--- config.mk ---
export PLATFORM = sky130hd
export DESIGN_NAME = mem_read_responder
export DESIGN_NICKNAME = d
export VERILOG_FILES = /design/src/rtl/mem_read_pkg.sv /design/src/rtl/mem_read_rf.sv /design/src/rtl/mem_read_responder.sv
export SDC_FILE = /design/constraint.sdc
export NUM_CORES = 1
export LEC_CHECK = 0
export CORE_ASPECT_RATIO = 1.75
export CORE_MARGIN = 8
export CORE_UTILIZATION = 30
export DETAILED_ROUTE_END_ITERATION = 8
export DONT_BUFFER_PORTS = 1
export PLACE_DENSITY_LB_ADDON = 0.05
export SYNTH_ARGS = -nofsm -noshare
export SYNTH_HDL_FRONTEND = slang
export SYNTH_SLANG_ARGS = --single-unit
--- constraint.sdc ---
create_clock -name clk -period 7.4 [get_ports clk]
set_clock_uncertainty 0.1 [all_clocks]
set_input_delay 2.22 -clock clk [delete_from_list [all_inputs] [get_ports clk]]
set_output_delay 2.22 -clock clk [all_outputs]
set_load 0.01 [all_outputs]
--- src/rtl/mem_read_pkg.sv ---
// Shared types for the memory read responder: transfer FSM states and the wait-count type.
package mem_read_pkg;

  typedef enum logic [1:0] {
    ST_IDLE   = 2'd0,
    ST_ACCESS = 2'd1,
    ST_FINISH = 2'd2
  } state_e;

  typedef logic [3:0] wcnt_t;

endpackage

--- src/rtl/mem_read_rf.sv ---
// Register file: one synchronous write port, one asynchronous read port, cleared on reset.
module mem_read_rf #(
  parameter int AW = 4,
  parameter int DW = 8
) (
  input  logic          clk,
  input  logic          rst,
  input  logic          we,
  input  logic [AW-1:0] waddr,
  input  logic [DW-1:0] wdata,
  input  logic [AW-1:0] raddr,
  output logic [DW-1:0] rdata
);

  localparam int DEPTH = 2**AW;

  logic [DEPTH-1:0][DW-1:0] mem_q;

  always_ff @(posedge clk or posedge rst) begin
    if (rst) begin
      mem_q <= '0;
    end else if (we) begin
      mem_q[waddr] <= wdata;
    end
  end

  assign rdata = mem_q[raddr];

endmodule

--- src/rtl/mem_read_responder.sv ---
// Read responder: latches a request, stretches it with N wait states, returns data from the
// local register file and tracks completed transfers and protocol errors.
module mem_read_responder
  import mem_read_pkg::*;
#(
  parameter int AW = 4,
  parameter int DW = 8
) (
  input  logic          clk,
  input  logic          rst,
  input  logic          rd,
  input  logic          ds,
  input  logic [AW-1:0] addr,
  input  logic [3:0]    wait_cfg,
  input  logic          we,
  input  logic [AW-1:0] waddr,
  input  logic [DW-1:0] wdata,
  output logic          ws,
  output logic [DW-1:0] rdata,
  output logic          rdata_vld,
  output logic          err,
  output logic [7:0]    xfer_cnt
);

  state_e        state_q, state_d;
  wcnt_t         cnt_q, cnt_d;
  logic [AW-1:0] addr_q, addr_d;
  logic          err_q, err_d;
  logic [7:0]    xfer_cnt_q, xfer_cnt_d;
  logic [DW-1:0] rdata_q;
  logic [DW-1:0] rf_rdata;

  mem_read_rf #(.AW(AW), .DW(DW)) u_rf (
    .clk   (clk),
    .rst   (rst),
    .we    (we),
    .waddr (waddr),
    .wdata (wdata),
    .raddr (addr_q),
    .rdata (rf_rdata)
  );

  always_ff @(posedge clk or posedge rst) begin
    if (rst) begin
      state_q    <= ST_IDLE;
      cnt_q      <= '0;
      addr_q     <= '0;
      err_q      <= 1'b0;
      xfer_cnt_q <= '0;
      rdata_q    <= '0;
    end else begin
      state_q    <= state_d;
      cnt_q      <= cnt_d;
      addr_q     <= addr_d;
      err_q      <= err_d;
      xfer_cnt_q <= xfer_cnt_d;
      if (rdata_vld) rdata_q <= rf_rdata;
    end
  end

  always_comb begin
    state_d    = state_q;
    cnt_d      = cnt_q;
    addr_d     = addr_q;
    err_d      = err_q;
    xfer_cnt_d = xfer_cnt_q;
    case (state_q)
      ST_IDLE: begin
        // ds outside a transfer is a protocol error and blocks a same-cycle start
        if (ds) begin
          err_d = 1'b1;
        end else if (rd) begin
          addr_d  = addr;
          cnt_d   = wait_cfg;
          state_d = ST_ACCESS;
        end
      end
      ST_ACCESS: begin
        if (ds || !rd) begin
          // rd+ds together or neither (abort) are both errors; either way the transfer counts
          if (rd == ds) err_d = 1'b1;
          state_d    = ST_FINISH;
          xfer_cnt_d = xfer_cnt_q + 8'd1;
        end else if (cnt_q != '0) begin
          cnt_d = cnt_q - wcnt_t'(1);
        end
      end
      ST_FINISH: state_d = ST_IDLE;
      default:   state_d = ST_IDLE;
    endcase
  end

  assign ws        = (state_q == ST_ACCESS) && (cnt_q != '0);
  assign rdata_vld = (state_q == ST_ACCESS) && (cnt_q == '0);
  assign rdata     = rdata_vld ? rf_rdata : rdata_q;
  assign err       = err_q;
  assign xfer_cnt  = xfer_cnt_q;

endmodule

# Word-level counts from Yosys, hierarchy flattened
# Cells that the tools add are included.
# totals
ff_bits,155
input_bits,25
out_inout_bits,19
elab_cells,70
# op_classes
addsub,2
magnitude_cmp,3
n_eq_ne,9
mux,19
bitwise,1
reduce_logical,14
# ops
cell,n
128-bit bitwise mux,1
8-bit binary-select mux with 4-bit select,1
8-bit demux with 4-bit select,1
8-bit two-way mux,3
4-bit two-way mux,4
"2-bit != test, second input constant",7
"4-bit by 5-bit less-than comparator with 1-bit output, second input constant",2
"8-bit by 1-bit adder with 8-bit output, second input constant",1
4-bit case mux with 2 select lines,1
2-bit two-way mux,3
3-bit AND reduction,2
5-bit AND reduction,1
"4-bit by 1-bit greater-or-equal comparator with 1-bit output, second input constant",1
4-bit zero test,1
2-bit case mux with 2 select lines,1
4-bit AND reduction,1
4-bit nonzero test,1
"4-bit by 1-bit subtractor with 4-bit output, second input constant",1
1-bit logical AND,3
1-bit two-way mux,3
"2-bit by 1-bit equality test with 1-bit output, second input constant",1
2-bit zero test,1
1-bit case mux with 2 select lines,1
2-bit AND reduction,1
5 further kinds,5

# Depth between registers and ports, before layout
# depth
ltp_word,5
ltp_mapped,7
depth_no_buf,7

# Modules after synthesis
# Synthesis repeated with hierarchy kept, for this count alone.
# hier_totals
hier_cells,470
hier_area_um2,7163.1
# by_module_without_submodules
mod,n_inst,cells_each,area_each_um2,seq_area_each_um2
mem_read_rf,1,370,5875.6,3203.1
mem_read_responder,1,100,1287.5,675.6

# Worst setup path after synthesis
# Ideal clock, no wire load.
# synth_path
path_type,register to output
start,register cnt_q[0]
end,output rdata[2]
t_arrival_ps,1777
required_ps,5080
setup_slack_ps,3303
path_stages_with_launch,8
path_buffers,0
cell_sequence,dfrtp_1 -> inv_1 -> ha_1 -> nor3b_1 -> nand2_2 -> inv_2 -> nand2_1 -> o221ai_1
# synth_between
elab_chain_cells,3
# synth_rtl
item,line_no,text
from (decl),mem_read_responder.sv:26,"wcnt_t cnt_q, cnt_d;"
from (signal assigned),mem_read_responder.sv:53,cnt_q <= cnt_d;
4-bit zero test,mem_read_responder.sv:94,assign rdata_vld = (state_q == ST_ACCESS) && (cnt_q == '0);
1-bit logical AND,mem_read_responder.sv:94,
via rdata_vld,mem_read_responder.sv:20,"output logic rdata_vld,"
8-bit two-way mux,--,
to (decl),mem_read_responder.sv:19,"output logic [DW-1:0] rdata,"
# The timed path passes the listed nets, and every way through them passes these cells.

# Worst setup path after layout
# layout_path
start,register cnt_q[0]
end,output rdata[5]
# The elaborated chain is that of the path after synthesis.

==> report_table.html <==
<table>
<tr><th>Metric</th><th>Value</th></tr>
<tr><th colspan="2">Status</th></tr>
<tr><td>Status</td><td>complete, no violations</td></tr>
<tr><th colspan="2">Die</th></tr>
<tr><td>Std-Cell Core Area</td><td>23200 sq um</td></tr>
<tr><td>Count of standard-cell rows</td><td>74</td></tr>
<tr><td>Die footprint</td><td>~29000 sq um</td></tr>
<tr><td>Effective utilization at floorplan</td><td>between 30% and 40%</td></tr>
<tr><td>Ports placed on the boundary</td><td>44</td></tr>
<tr><td>Die width</td><td>between 100 and 150 microns</td></tr>
<tr><td>Vertical die dimension</td><td>between 200 and 250 microns</td></tr>
<tr><th colspan="2">Routing</th></tr>
<tr><td>Initial DRC count</td><td>about 180</td></tr>
<tr><td>Routed wire per std cell</td><td>between 20 and 25 microns</td></tr>
<tr><td>Vias per std cell</td><td>4.98</td></tr>
<tr><td>Count of vias placed by the detailed router</td><td>3868</td></tr>
<tr><td>Total wirelength of the detailed-routed design</td><td>roughly 18000 microns</td></tr>
<tr><td>First drt pass iteration count</td><td>6</td></tr>
<tr><td>Remaining routing DRC violations</td><td>0</td></tr>
<tr><td>Antenna viol nets, final</td><td>0</td></tr>
<tr><th colspan="2">Placed design</th></tr>
<tr><td>Placed insts</td><td>~750</td></tr>
<tr><td>Final weighted congestion of routability-driven global placement</td><td>slightly above 0.7</td></tr>
<tr><td>Number of buffers added on ports</td><td>0</td></tr>
<tr><td>Placed standard-cell area</td><td>~7300 sq um</td></tr>
<tr><td>Detailed placement HPWL</td><td>approximately 12000 microns</td></tr>
<tr><th colspan="2">STA</th></tr>
<tr><td>Setup TNS</td><td>0 ns</td></tr>
<tr><td>Setup repair after global routing missed its margin</td><td>no</td></tr>
<tr><td>Tightest Pin Transition</td><td>~0.9 ns</td></tr>
<tr><td>Number of hold-slack violations in the final timing report</td><td>0</td></tr>
<tr><td>Total setup violations reported at the end of the flow</td><td>0</td></tr>
<tr><td>Slew Limit Fails</td><td>0</td></tr>
<tr><td>Worst-case headroom to the max-slew limit</td><td>between 30% and 40%</td></tr>
<tr><td>Final cycle utilization of the critical path</td><td>between 60 and 70%</td></tr>
<tr><td>Maximum clock rate</td><td>around 200 MHz</td></tr>
<tr><td>Final critical path time including I/O delays and setup</td><td>5.02 ns</td></tr>
<tr><th colspan="2">Clock tree</th></tr>
<tr><td>Number of buffers inserted for hold repair after clock tree synthesis</td><td>0</td></tr>
<tr><td>Number of H-tree branching levels</td><td>4</td></tr>
<tr><td>Resized Gates After CTS</td><td>0</td></tr>
<tr><td>Clock tree from TritonCTS</td><td>built</td></tr>
<tr><td>CTS Buf Count</td><td>17</td></tr>
<tr><td>Cell at the root of the clock tree</td><td>clkbuf_16</td></tr>
<tr><td>Setup Buffers After CTS</td><td>0</td></tr>
<tr><td>Clock-pin slew on the worst setup and hold paths</td><td>0.06 ns</td></tr>
<tr><td>Max clock buf depth</td><td>2</td></tr>
<tr><td>Clock latency on the worst-skew pair</td><td>0.43 ns</td></tr>
<tr><td>Num Clock Sinks</td><td>155</td></tr>
<tr><th colspan="2">Power</th></tr>
<tr><td>LEAKAGE</td><td>around 3.2 nW</td></tr>
<tr><td>Peak VDD IR</td><td>between 0.15 and 0.2 mV</td></tr>
<tr><td>Power per Cell Area</td><td>about 320 nW/um^2</td></tr>
<tr><th colspan="2">Critical path</th></tr>
<tr><td>Worst setup path class</td><td>register to primary output</td></tr>
<tr><td>Crit-path max FO</td><td>9</td></tr>
<tr><td>Worst endpoint data arrival time</td><td>between 2 and 3 ns</td></tr>
<tr><td>Type of destination of the critical path</td><td>primary output</td></tr>
<tr><td>Crit path largest cell delay</td><td>between 0.5 and 0.6 ns</td></tr>
<tr><td>Startpoint of the most critical register-to-register path</td><td>cnt_q[0]$_DFFE_PP0P_</td></tr>
<tr><td>Req. time, crit path</td><td>5.08 ns</td></tr>
<tr><td>CP Launch Type</td><td>register</td></tr>
<tr><td>CP cell instances</td><td>inv_1 &gt; ha_1 &gt; nor3b_1 &gt; nand2_2 &gt; inv_2 &gt; nand2_1 &gt; o221ai_1</td></tr>
<tr><td>Worst setup path start</td><td>cnt_q[0]$_DFFE_PP0P_</td></tr>
<tr><td>CP max stage cell</td><td>nor3b_1</td></tr>
<tr><th colspan="2">Cells and area</th></tr>
<tr><td>P&amp;R area growth vs syn</td><td>11.1%</td></tr>
<tr><td>Area used by sequential logic in the layout</td><td>~3900 sq um</td></tr>
<tr><td>Multi-input combinational cell area</td><td>around 3000 sq um</td></tr>
<tr><td>Diodes inserted</td><td>0</td></tr>
<tr><td>Filler cells</td><td>between 2000 and 2500</td></tr>
<tr><td>Final std cells w/o fill</td><td>~800</td></tr>
<tr><td>Area of all placed cells without fillers</td><td>about 7800 sq um</td></tr>
<tr><td>Proportion of layout cells with a drive suffix above 1</td><td>roughly 44%</td></tr>
<tr><td>Final nets</td><td>just under 500</td></tr>
<tr><th colspan="2">Global route</th></tr>
<tr><td>Global routing's busiest layer</td><td>met2</td></tr>
<tr><td>Global-route wire length before repair</td><td>27500 microns</td></tr>
<tr><td>Initial antenna violation count</td><td>0</td></tr>
<tr><td>Largest net degree at the start of global routing</td><td>98</td></tr>
<tr><td>Vias in the first global route</td><td>about 4300</td></tr>
<tr><td>Total global-route track usage</td><td>13.0%</td></tr>
<tr><td>GR Util met2</td><td>a little under a quarter</td></tr>
<tr><td>GR Util met3</td><td>~3.3%</td></tr>
<tr><td>Remaining Overflow, GRT</td><td>0</td></tr>
<tr><td>GR Util met1</td><td>between 10 and 15%</td></tr>
<tr><th colspan="2">Logic synthesis</th></tr>
<tr><td>Share of synthesized cell area in and, or, nand and nor gates</td><td>about 5.4%</td></tr>
<tr><td>Count of different cell masters after synthesis</td><td>41</td></tr>
<tr><td>Fraction of synthesized area in multiplexers</td><td>roughly a third</td></tr>
<tr><td>FFs w/ async S/R, synth</td><td>between 90% and 100%</td></tr>
<tr><td>Dominant combinational cell family by area after synthesis</td><td>multiplexers</td></tr>
<tr><td>Post-synthesis net count</td><td>497</td></tr>
<tr><td>Mean area per synthesized cell</td><td>about 15 sq um</td></tr>
<tr><td>Compound-Gate Fraction of Synth Area</td><td>between 2 and 3%</td></tr>
<tr><td>Post-synthesis share of cell area spent on full adders, half adders and majority gates</td><td>less than 1%</td></tr>
<tr><td>Post-Synth XOR/XNOR Area</td><td>less than 1%</td></tr>
<tr><td>Post-synth EDFFs</td><td>0</td></tr>
<tr><td>Number of flip-flops and latches in the synthesized netlist</td><td>155</td></tr>
<tr><td>Total standard cell area after synthesis</td><td>a little over 7000 sq um</td></tr>
<tr><td>Post-synthesis instance total</td><td>468</td></tr>
<tr><td>Top_reg_cell synth</td><td>dfrtp_1</td></tr>
<tr><td>Synth warn</td><td>0</td></tr>
<tr><td>Sequential-to-total area share from yosys stat</td><td>55.0%</td></tr>
<tr><th colspan="2">Hold path</th></tr>
<tr><td>Worst Hold Class</td><td>register to register</td></tr>
<tr><td>Source of the worst hold timing path</td><td>u_rf.mem_q[36]$_DFFE_PP0P_</td></tr>
<tr><th colspan="2">Flow run</th></tr>
<tr><td>Number of max-cap violations</td><td>0</td></tr>
</table>
report_power, final:
group	leakage (nW)	internal [mW]	switching (mW)
registers	1.91	1.05	0.131
clock network	0.255	0.455	0.330
logic	1.07	0.310	0.233
total	3.23	1.82	0.693
cells by family (layout without fill, tap and decap cells):
family,after synthesis,in the layout
adders and majority gates,4,4
DFF,155,155
muxes,175,175
buffers and inverters,33,38
xor gates and xnor gates,7,7
AOI/OAI and AO/OA,26,26
and+or+nand+nor,68,68
worst max-delay path, delay by kind of cell, from the launching register on:
kind | cells | cell delay (ns)
buffers and inverters | 2 | 0.29
adders and majority gates | 1 | 0.18
DFF | 1 | 0.38
AOI/OAI and AO/OA | 1 | 0.43
and+or+nand+nor | 3 | 0.99
placed cells by master (no fill, tap or decap), drive strengths merged, types with 5 or more instances in the layout:
master	n
a22oi	5
nand2b	5
nor2	14
o211ai	7
clkbuf	25
inv	6
mux2i	11
nand2	19
nand3b	5
mux4	32
mux2	132
nand3	6
dfrtp	155
layout make-up:
class	count	area share, %
Sequential cell	155	49.5
Tap cell	304	4.85
Timing Repair Buffer	4	0.383
Multi-Input combinational cell	280	38.4
Inverter	6	0.351
Clock buffer	25	6.32
Clock inverter	3	0.192
Yosys cell counts, types with 5 or more instances:
| cell type | count | area [sq um] |
|---|---|---|
| nand3_1 | 6 | 30.0 |
| inv_1 | 5 | 18.8 |
| a22oi_1 | 5 | 37.5 |
| buf_2 | 7 | 35.0 |
| buf_4 | 5 | 37.5 |
| dfrtp_1 | 155 | 3880 |
| nor2_2 | 9 | 56.3 |
| mux2_2 | 131 | 1480 |
| nand2b_1 | 5 | 31.3 |
| nor2_1 | 5 | 18.8 |
| mux4_2 | 32 | 721 |
| nand2_1 | 18 | 67.6 |
| o211ai_1 | 7 | 52.6 |
| nand3b_1 | 5 | 37.5 |
| mux2i_1 | 11 | 110 |
| clkbuf_1 | 13 | 48.8 |
registers in the layout (all words and copies together) (netlist names):
register and cells:
addr_q 4, cnt_q 4, err 1, rdata_q 8
state_q 2, u_rf.mem_q 128, xfer_cnt 8
layer usage:
layer	share of wire, %	vias up	routed length, microns
li1	-	1711	-
met1	40	2085	7070
met2	54	56	9650
met3	3.8	16	682
met4	1.7	0	309
met5	0	-	0
metrics by stage:
| stage | hold slack [ns] | power, mW | util [%] | worst slack (ns) |
|---|---|---|---|---|
| after CTS | 0.403 | 2.56 | 33.7 | 2.25 |
| after detailed placement | 0.389 | 1.76 | 31.5 | 2.72 |
| after floorplan | 0.359 | 1.62 | - | 0.902 |
| final | 0.399 | 2.51 | 33.7 | 2.38 |
| after global placement | 0.383 | 1.75 | 31.5 | 2.80 |
| after global routing | 0.416 | 2.66 | 33.7 | 2.16 |
final timing paths:
check,end,slack (ns),depth (start not counted)
max,rdata[5],2.38,7
min reg2reg,u_rf.mem_q[36]$_DFFE_PP0P_,0.40,1
max reg2reg,rdata_q[5]$_DFF_PP0_,4.88,7
max in group asynchronous,u_rf.mem_q[13]$_DFFE_PP0P_,4.11,2
min in group asynchronous,u_rf.mem_q[108]$_DFFE_PP0P_,1.71,1
min,u_rf.mem_q[36]$_DFFE_PP0P_,0.40,1
(Power assumes the default switching activity.)
